--- src/rtl/sum_accum.sv ---
// sum_accum: accumulates COUNT adder sums (or fewer, on flush) into an ACC_W-bit
// total and presents total, sample count and overflow flag on a valid/ready port.
//
// Build option: define SUM_ACCUM_SAT_EN to saturate the accumulator at
// 2^ACC_W-1 on overflow; by default it wraps modulo 2^ACC_W. The overflow flag
// is set in both builds, and handshake timing is identical.
module sum_accum #(
  parameter int IN_W  = 5,
  parameter int ACC_W = 8,
  parameter int COUNT = 8
) (
  input  logic                       clk,
  input  logic                       rst_n,
  input  logic [IN_W-1:0]            in_data,
  input  logic                       in_valid,
  output logic                       in_ready,
  input  logic                       flush,
  output logic [ACC_W-1:0]           out_data,
  output logic [$clog2(COUNT+1)-1:0] out_count,
  output logic                       out_ovf,
  output logic                       out_valid,
  input  logic                       out_ready
);

  localparam int CNT_W = $clog2(COUNT + 1);
  localparam logic [CNT_W-1:0] COUNT_C = CNT_W'(COUNT);
  localparam logic [ACC_W-1:0] ACC_MAX = '1;

`ifdef SUM_ACCUM_SAT_EN
  localparam bit SAT_EN = 1'b1;
`else
  localparam bit SAT_EN = 1'b0;
`endif

  typedef enum logic [1:0] {
    IDLE  = 2'd0,
    ACCUM = 2'd1,
    HOLD  = 2'd2
  } state_e;

  state_e           state_q, state_d;
  logic [ACC_W-1:0] acc_q, acc_d;
  logic [CNT_W-1:0] cnt_q, cnt_d;
  logic             ovf_q, ovf_d;
  // live_q keeps in_ready low during reset and until the first clock after release.
  logic             live_q, live_d;

  logic             accept;
  logic             xfer;
  logic [ACC_W:0]   sum_wide;
  logic             carry;
  logic [ACC_W-1:0] acc_add;
  logic [CNT_W-1:0] cnt_inc;

  // Handshake qualifiers: no input bypass while a result is pending.
  assign in_ready  = live_q & (state_q != HOLD);
  assign accept    = in_valid & in_ready;
  assign out_valid = (state_q == HOLD);
  assign xfer      = out_valid & out_ready;

  // Result port shows the held block only; zero otherwise, including in reset.
  assign out_data  = out_valid ? acc_q : '0;
  assign out_count = out_valid ? cnt_q : '0;
  assign out_ovf   = out_valid & ovf_q;

  // Add at ACC_W+1 bits so the carry out exposes a true-sum overflow.
  always_comb begin
    sum_wide = {1'b0, acc_q} + (ACC_W + 1)'(in_data);
    carry    = sum_wide[ACC_W];
    cnt_inc  = cnt_q + 1'b1;
    if (carry && SAT_EN) begin
      acc_add = ACC_MAX;
    end else begin
      acc_add = sum_wide[ACC_W-1:0];
    end
  end

  // Next-state and datapath update for the IDLE/ACCUM/HOLD block sequencer.
  always_comb begin
    // NOTE: every signal gets a default first so no path leaves it unassigned,
    // which would otherwise infer a latch.
    state_d = state_q;
    acc_d   = acc_q;
    cnt_d   = cnt_q;
    ovf_d   = ovf_q;
    live_d  = 1'b1;

    unique case (state_q)
      IDLE: begin
        // flush without an accept has nothing to close and is ignored here.
        if (accept) begin
          acc_d = ACC_W'(in_data);
          cnt_d = CNT_W'(1);
          ovf_d = 1'b0;
          if ((COUNT == 1) || flush) begin
            state_d = HOLD;
          end else begin
            state_d = ACCUM;
          end
        end
      end

      ACCUM: begin
        if (accept) begin
          acc_d = acc_add;
          cnt_d = cnt_inc;
          ovf_d = ovf_q | carry;
          // A flush in the same cycle closes the block with this sample included.
          if ((cnt_inc == COUNT_C) || flush) begin
            state_d = HOLD;
          end
        end else if (flush) begin
          state_d = HOLD;
        end
      end

      HOLD: begin
        // Result held stable until taken; flush has no effect here.
        if (xfer) begin
          state_d = IDLE;
          acc_d   = '0;
          cnt_d   = '0;
          ovf_d   = 1'b0;
        end
      end

      default: begin
        state_d = IDLE;
        acc_d   = '0;
        cnt_d   = '0;
        ovf_d   = 1'b0;
      end
    endcase
  end

  // State and datapath registers; reset discards any partial block.
  always_ff @(posedge clk or negedge rst_n) begin
    if (!rst_n) begin
      state_q <= IDLE;
      acc_q   <= '0;
      cnt_q   <= '0;
      ovf_q   <= 1'b0;
      live_q  <= 1'b0;
    end else begin
      // NOTE: non-blocking assignments so every flop samples pre-edge values.
      state_q <= state_d;
      acc_q   <= acc_d;
      cnt_q   <= cnt_d;
      ovf_q   <= ovf_d;
      live_q  <= live_d;
    end
  end

endmodule

--- config.mk ---
export PLATFORM = sky130hd
export DESIGN_NAME = sum_accum
export DESIGN_NICKNAME = d
export VERILOG_FILES = /design/src/rtl/sum_accum.sv
export SDC_FILE = /design/constraint.sdc
export NUM_CORES = 1
export LEC_CHECK = 0
export BUFFER_PORTS_ARGS = -buffer_cell sky130_fd_sc_hd__buf_2
export CAP_MARGIN = 20
export CORE_MARGIN = 4
export CORE_UTILIZATION = 40
export CTS_CLUSTER_SIZE = 30
export DETAILED_ROUTE_END_ITERATION = 10
export SLEW_MARGIN = 15
export SYNTH_ARGS = -nofsm -noshare
export SYNTH_HDL_FRONTEND = slang
export SYNTH_SLANG_ARGS = --single-unit
--- constraint.sdc ---
create_clock -name clk -period 2 [get_ports clk]
set_clock_uncertainty 0.1 [all_clocks]
set_input_delay 0 -clock clk [delete_from_list [all_inputs] [get_ports clk]]
set_output_delay 0 -clock clk [all_outputs]
set_load 0.02 [all_outputs]
==> impl_metrics.py, run 1 <==
metrics = {
    "placed_design": {
        "place_hpwl_um": 2050,
        "dp_slack_ns": -0.0178,
        "port_buffers": 24,
        "gp_congestion": 0.828,
        "dpl-instance-area_um2": 1280,
    },
    "yosys": {
        "synth-main-ff-cell": "dfrtp_1",
        "synth_warnings": 0,
        "synthArstFlopShare_pct": 100,
        "synth-edff-count": 0,
        "synth.distinct_cells": 44,
        "synth_area_um2": 1120,
        "yosysSeqAreaShare_pct": 35.9,
        "avgSynthCellArea_um2": 9.15,
        "synth-seq-cells": 16,
        "synth_cells": 122,
        "synth_nets": 139,
    },
    "cts": {
        "cts_buffers": 3,
        "post_cts_buffers": 0,
        "clock_sinks": 16,
        "cts_tree": "built",
        "htreeDepth": 1,
        "max-clock-path-buffers": 2,
        "clock-root-buffer": "clkbuf_4",
        "path_clk_slew_ns": 0.10,
        "clk_latency_ns": 0.29,
    },
    "global_routing": {
        "grt_max_degree": 17,
        "antenna_found_initial": 0,
        "grt_pass1_vias": 995,
        "grt_pass1_wl_um": 4620,
        "overflow": 0,
        "grt_use_total_pct": 16.8,
    },
    "routing": {
        "viasPerCell": 5.57,
        "avgRoutedWirePerCell_um": 14.8,
        "drt_pre_antenna_iters": 4,
        "drc": 0,
        "wirelength_um": 2780,
        "vias": 1048,
        "drtIter0Drc": 38,
        "final_antenna_net_count": 0,
    },
    "sta": {
        "worst_slack_ns": 0.0796,
        "min_period_ns": 1.92,
        "timing_max_transition_violations_final": 0,
        "hold_violations": 0,
        "fmax_ghz": 0.521,
        "holdWs_ns": 0.0475,
        "post-route-period-util_pct": 96.0,
        "setup_viol": 0,
    },
    "die": {
        "die_h_um": 60.8,
        "coreArea_um2": 2570,
        "rows": 18,
        "dieArea_um2": 3700,
        "fp.dieW_um": 60.8,
        "floorplan.initialDensity_pct": 43.5,
        "io_pins": 25,
    },
    "worst_setup_path": {
        "reg2reg_depth": 6,
        "worstPathRequired_ns": 2.07,
        "r2r_slack_ns": 0.08,
        "path_class": "flop to flop",
        "r2r-end": "acc_q[4]",
        "cp-end-kind": "flop",
        "cp-start-kind": "flop",
        "endpoint": "acc_q[4]",
        "cp.arrival_ns": 1.99,
        "startpoint": "acc_q[0]",
        "reg2reg_from": "acc_q[0]",
        "critPathMaxFanout": 3,
    },
    "finish": {
        "fin_area_um2": 1410,
        "nets": 176,
        "final_util_pct": 54.8,
        "multi_input_area_um2": 694,
        "diodes": 0,
        "ff_latch_area_um2": 400,
        "drive_above_1_share_pct": 25.3,
        "final_common_cell": "buf_2",
        "syn2layout_area_growth_pct": 26.0,
        "fillCellCount": 269,
        "layout_common_cells": "buf_2, dfrtp_1, and2_1",
    },
    "min_path": {
        "hold_class": "primary input to asynchronous set/reset pin",
    },
    "job": {
        "drv_cap": 0,
    },
    "power_and_ir_drop": {
        "p_leak_nw": 0.696,
        "p_per_area_nw_per_um2": 788,
        "vdd_ir_drop_max_uv": 519,
        "report.power.total_mw": 1.11,
    },
    "run_status": {
        "run_status": "complete, no violations",
    },
}
## how the worst min path moves through the flow
stage	cells past startpoint	from	to	slack, ns
2_1_floorplan	0	rst_n	acc_q[0]	-0.40
3_3_place_gp	1	rst_n	acc_q[1]	-0.16
3_5_place_dp	1	rst_n	acc_q[1]	-0.16
4_1_cts	2	rst_n	acc_q[1]	0.05
5_1_grt	2	rst_n	acc_q[2]	0.07
6_report	2	rst_n	acc_q[1]	0.05
## power by group
part           internal [mW]  switching (mW)  total (mW)
sequential             0.373          0.0575       0.430
combinational          0.198           0.257       0.455
clock                  0.111           0.112       0.223
total                  0.682           0.426        1.11
## cell type report
| class | count | area share, % |
|---|---|---|
| Sequential cell | 16 | 28.5 |
| Multi-Input combinational cell | 100 | 49.4 |
| Clock buffer | 4 | 2.58 |
| Tap cell | 30 | 2.67 |
| Timing Repair Buffer | 36 | 16.4 |
| Inverter | 2 | 0.534 |
## metrics by stage
step / TNS (ns) / instances
after global placement: 0 / 176
after CTS: 0 / 188
after floorplan: 0 / 122
after detailed placement: -0.0178 / 176
final: 0 / 188
after global routing: -0.0257 / 188
## critical path, stage by stage, from the launching register on
cell,delay (ns)
dfrtp_1,0.41
ha_1,0.21
fa_1,0.41
a21o_1,0.22
a21oi_1,0.19
xor2_1,0.16
o211ai_1,0.11
## synth_stat cells (2+ instances only)
cell type   n  share of area [%]
nor2_1      8                2.7
ha_1        6                6.7
o21ai_0     9                4.0
a21oi_1     3                1.3
xor2_1      2                1.6
inv_1       2               0.67
a21o_1      3                2.0
o31ai_1     3                2.0
a211oi_1    2                1.3
nand2b_1    3                1.7
nand2_1    12                4.0
mux2i_1     2                1.8
nand3_1     4                1.8
o211ai_1    3                2.0
dfrtp_1    16                 36
buf_2       2               0.90
and2_1     14                7.8
a21boi_0    2                1.3
## flip-flops by register name, indices dropped and copies added, names as in the netlist
signal,count
cnt_q,4
state_q,2
ovf_q,1
live_q,1
acc_q,8
## logic make-up (layout without fill, tap and decap cells)
logic type	Yosys count	count (layout)	synth area share (%)
flops	16	16	35.9
buf+inv	6	42	2.58
compound gates	36	36	23.5
mux	2	2	1.79
fa+ha+maj	7	7	8.52
other cells	1	1	0.336
simple gates	51	51	25.0
xor+xnor	3	3	2.35
## timing repair
action	CTS	global route
hold endpoints to repair	23	0
endpoints found under the setup margin	1	3
hold buffers	8	0
resized for setup	1	2
## routing by layer
layer,GRT usage [%],vias up,part of all wire (%)
met5,0,-,0
met1,21.6,500,45
li1,-,512,-
met4,6.81,0,2.5
met3,4.26,8,5.2
met2,26.7,28,48
Note: power is estimated with default switching activity, not from simulation.
==> run 2, diff against run 1 <==
Clock period 2 ns to 2.05 ns, I/O delays scaled along.
==> impl_metrics.py, run 2 (same netlist as run 1, synthesis figures left out) <==
metrics = {
    "finish": {
        "ff_latch_area_um2": 400,
        "final_common_cell": "buf_2",
        "fin_area_um2": 1400,
        "layout_common_cells": "buf_2, dfrtp_1, and2_1",
        "multi_input_area_um2": 691,
        "nets": 175,
        "drive_above_1_share_pct": 24.2,
        "largest_reg_flops": 8,
        "regMostFlops": "acc_q",
        "diodes": 0,
        "top_regs": "acc_q: 8 flops, cnt_q: 4 flops, state_q: 2 flops",
        "fillCellCount": 256,
        "final_util_pct": 54.3,
        "syn2layout_area_growth_pct": 25.0,
    },
    "min_path": {
        "hold_class": "primary input to asynchronous set/reset pin",
    },
    "cts": {
        "clk_latency_ns": 0.29,
        "max-clock-path-buffers": 2,
        "htreeDepth": 1,
        "post_cts_buffers": 0,
        "cts_tree": "built",
        "cts_buffers": 3,
        "path_clk_slew_ns": 0.10,
        "clock-root-buffer": "clkbuf_4",
        "clock_sinks": 16,
    },
    "routing": {
        "drc": 0,
        "drtIter0Drc": 46,
        "final_antenna_net_count": 0,
        "vias": 1035,
        "drt_pre_antenna_iters": 4,
        "avgRoutedWirePerCell_um": 14.7,
        "wirelength_um": 2750,
        "viasPerCell": 5.53,
    },
    "sta": {
        "post-route-period-util_pct": 94.2,
        "rsz0062_at_grt": "false",
        "holdWs_ns": 0.0491,
        "min_period_ns": 1.93,
        "setup_tns_ns": 0,
        "timing_max_transition_violations_final": 0,
        "setup_viol": 0,
        "fmax_ghz": 0.518,
        "hold_violations": 0,
    },
    "worst_setup_path": {
        "cp_num_cells": 6,
        "critPathMaxFanout": 3,
        "cp-start-kind": "flop",
        "startpoint": "acc_q[0]",
        "reg2reg_from": "acc_q[0]",
        "crit_buf_inv": 0,
        "path_class": "flop to flop",
        "cp-end-kind": "flop",
        "cp_top_family": "adder cells",
        "crit_path_cell_trace": "ha_1, fa_1, a21o_1, a21oi_1, xor2_1, o211ai_1",
        "worstPathRequired_ns": 2.12,
        "cp.arrival_ns": 2.00,
        "reg2reg_depth": 6,
        "slowest_stage": "dfrtp_1",
        "critPathMaxStageDelay_ns": 0.41,
    },
    "placed_design": {
        "dpl-instance-area_um2": 1270,
        "place_hpwl_um": 1960,
        "gp_congestion": 0.825,
        "port_buffers": 24,
    },
    "run_status": {
        "run_status": "complete, no violations",
    },
    "die": {
        "rows": 18,
        "dieArea_um2": 3700,
        "fp.dieW_um": 60.8,
        "floorplan.initialDensity_pct": 43.5,
        "io_pins": 25,
        "coreArea_um2": 2570,
        "die_h_um": 60.8,
    },
    "power_and_ir_drop": {
        "combPwrFrac_pct": 40.7,
        "switching_power_mw": 0.413,
        "p_leak_nw": 0.690,
        "p_per_area_nw_per_um2": 769,
        "p_int_mw": 0.660,
        "clockPowerShare_pct": 20.4,
        "seq_power_share_pct": 38.9,
        "report.power.total_mw": 1.07,
        "vdd_ir_drop_max_uv": 559,
        "netSwitchingFraction_pct": 38.5,
    },
    "global_routing": {
        "grt_pass1_vias": 964,
        "antenna_found_initial": 0,
        "grt_max_degree": 17,
        "grt_use_total_pct": 16.6,
        "grt_pass1_wl_um": 4660,
        "overflow": 0,
    },
    "job": {
        "drv_cap": 0,
    },
}
[run 2: cell count changes in the layout (fill, tap and decap cells not counted)]
| cell | change |
|---|---|
| o21ai_1 | +1 |
| buf_4 | -1 |
| o21ai_2 | -1 |
[run 2: metal layers]
layer | GRT usage (%) | part of all wire [%]
met3 | 4.47 | 4.8
met4 | 2.79 | 0.80
met5 | 0 | 0
met2 | 27.3 | 48
met1 | 22.2 | 47
[run 2: stage by stage]
stage	worst slack, ns	std cells
after floorplan	0.149	122
after CTS	0.0795	187
after global routing	0.00495	187
after global placement	0.0621	175
after detailed placement	0.0167	175
final	0.118	187
[run 2: area by class of cell]
cell class | instances | share of cell area (%)
tap | 30 | 2.69
timing repair buffer | 35 | 16.0
sequential | 16 | 28.7
clock buffer | 4 | 2.60
inverter | 2 | 0.538
multi-input combinational | 100 | 49.5
[run 2: worst paths after layout]
kind,endpoint,slack [ns]
min in group clk,state_q[1],0.07
worst max-delay path,acc_q[4],0.12
worst max register to register,acc_q[4],0.12
worst min register to register,acc_q[2],0.42
worst min-delay path,cnt_q[0],0.05
max in group asynchronous,acc_q[5],1.52
[run 2: power by group through the flow]
stage,Sequential (mW),Clock (mW),Combinational [mW]
6_report,0.417,0.219,0.437
2_1_floorplan,0.407,0,0.314
5_1_grt,0.428,0.241,0.486
3_3_place_gp,0.422,0,0.409
3_5_place_dp,0.425,0,0.413
4_1_cts,0.418,0.226,0.431
[run 2: repair_timing]
action	CTS	global route
hold endpoints to repair	23	0
setup endpoints to repair	1	1
pin swaps	0	0
hold buffers	8	0
resized for setup	1	1
==> run 3, diff against run 2 <==
Settings changed: PLACE_DENSITY set to 0.61.
==> impl_metrics.py, run 3 (same netlist as run 1, synthesis figures left out) <==
metrics = {
    "finish": {
        "top_regs": "acc_q: 8 flops, cnt_q: 4 flops, state_q: 2 flops",
        "drive_above_1_share_pct": 25.2,
        "nets": 177,
        "diodes": 0,
        "syn2layout_area_growth_pct": 26.3,
        "largest_reg_flops": 8,
        "layout_common_cells": "buf_2, dfrtp_1, and2_1",
        "regMostFlops": "acc_q",
        "fin_area_um2": 1410,
        "final_util_pct": 54.9,
        "final_common_cell": "buf_2",
    },
    "die": {
        "coreArea_um2": 2570,
        "floorplan.initialDensity_pct": 43.5,
        "io_pins": 25,
        "rows": 18,
        "die_h_um": 60.8,
        "fp.dieW_um": 60.8,
        "dieArea_um2": 3700,
    },
    "routing": {
        "drt_pre_antenna_iters": 4,
        "drc": 0,
        "viasPerCell": 5.60,
        "drtIter0Drc": 31,
        "vias": 1059,
        "wirelength_um": 2720,
        "final_antenna_net_count": 0,
        "avgRoutedWirePerCell_um": 14.4,
    },
    "sta": {
        "min_period_ns": 1.98,
        "worst_slack_ns": 0.0688,
        "hold_violations": 0,
        "rsz0062_at_grt": "false",
        "setup_viol": 0,
        "post-route-period-util_pct": 96.6,
        "fmax_ghz": 0.505,
        "timing_max_transition_violations_final": 0,
    },
    "placed_design": {
        "dp_slack_ns": -0.0122,
        "dpl-instance-area_um2": 1290,
        "place_hpwl_um": 1940,
        "port_buffers": 24,
        "gp_congestion": 0.785,
    },
    "run_status": {
        "run_status": "complete, no violations",
    },
    "worst_setup_path": {
        "cp-end-kind": "flop",
        "reg2reg_from": "acc_q[0]",
        "reg2reg_depth": 6,
        "slowest_stage": "fa_1",
        "crit_buf_inv": 0,
        "crit_path_cell_trace": "ha_1, fa_1, a21o_1, a21oi_1, xor2_1, o211ai_1",
        "critPathMaxFanout": 3,
        "cp.arrival_ns": 2.05,
        "worstPathRequired_ns": 2.12,
        "cp_top_family": "adder cells",
        "cp_num_cells": 6,
        "path_class": "flop to flop",
        "critPathMaxStageDelay_ns": 0.42,
        "cp-start-kind": "flop",
        "startpoint": "acc_q[0]",
    },
    "global_routing": {
        "grt_pass1_vias": 997,
        "grt_max_degree": 17,
        "grt_use_total_pct": 16.9,
        "grt_pass1_wl_um": 4610,
        "antenna_found_initial": 0,
        "overflow": 0,
    },
    "power_and_ir_drop": {
        "vdd_ir_drop_max_uv": 508,
        "p_leak_nw": 0.699,
        "p_per_area_nw_per_um2": 765,
    },
    "cts": {
        "clock-root-buffer": "clkbuf_4",
        "htreeDepth": 1,
        "cts_tree": "built",
        "max-clock-path-buffers": 2,
        "clk_latency_ns": 0.29,
        "path_clk_slew_ns": 0.10,
        "clock_sinks": 16,
        "post_cts_buffers": 0,
        "cts_buffers": 3,
    },
    "min_path": {
        "hold_class": "primary input to asynchronous set/reset pin",
    },
    "job": {
        "drv_cap": 0,
    },
}
run 3: area by class of cell:
class                      instances  area [um2]
clock buffer                       4        36.3
fill                             264        1160
inverter                           2        7.51
multi-input combinational        100         691
sequential                        16         400
tap                               30        37.5
timing repair buffer              37         238
run 3: worst paths after layout:
check                            to  slack [ns]
setup reg to reg           acc_q[4]        0.07
setup / recovery           acc_q[4]        0.07
hold reg to reg            acc_q[2]        0.41
hold / removal             cnt_q[3]        0.05
min in group clk           cnt_q[2]        0.08
max in group asynchronous     ovf_q        1.52
run 3: through the flow:
stage               std cells  power [mW]  TNS (ns)  hold slack [ns]
floorplan                 122       0.721         0           -0.396
global placement          177       0.839         0           -0.150
detailed placement        177       0.844   -0.0122           -0.145
CTS                       189        1.08         0           0.0601
global route              189        1.17         0           0.0652
finish                    189        1.08         0           0.0525
run 3: repair_timing:
item	4_1_cts	5_1_grt
endpoints found under the setup margin	1	1
gates resized for setup	1	1
endpoints found under the hold margin	23	0
pin swaps	0	0
hold buffers	8	0
run 3: metal layers:
layer | share of wire [%] | wire (um) | global-route usage (%)
met5 | 0 | 0 | 0
met4 | 1.3 | 36 | 6.81
met3 | 3.8 | 104 | 2.77
met2 | 48 | 1310 | 27.8
met1 | 47 | 1270 | 22.2
run 3: where the power goes:
group / total (mW) / internal (mW) / switching (mW)
clock: 0.217 / 0.108 / 0.108
sequential: 0.414 / 0.364 / 0.0501
combinational: 0.448 / 0.195 / 0.252
run 3: worst reg2reg max path, cell delays in order, from the launching register on:
cell      delay, ns
dfrtp_1        0.41
ha_1           0.24
fa_1           0.42
a21o_1         0.22
a21oi_1        0.20
xor2_1         0.18
o211ai_1       0.10
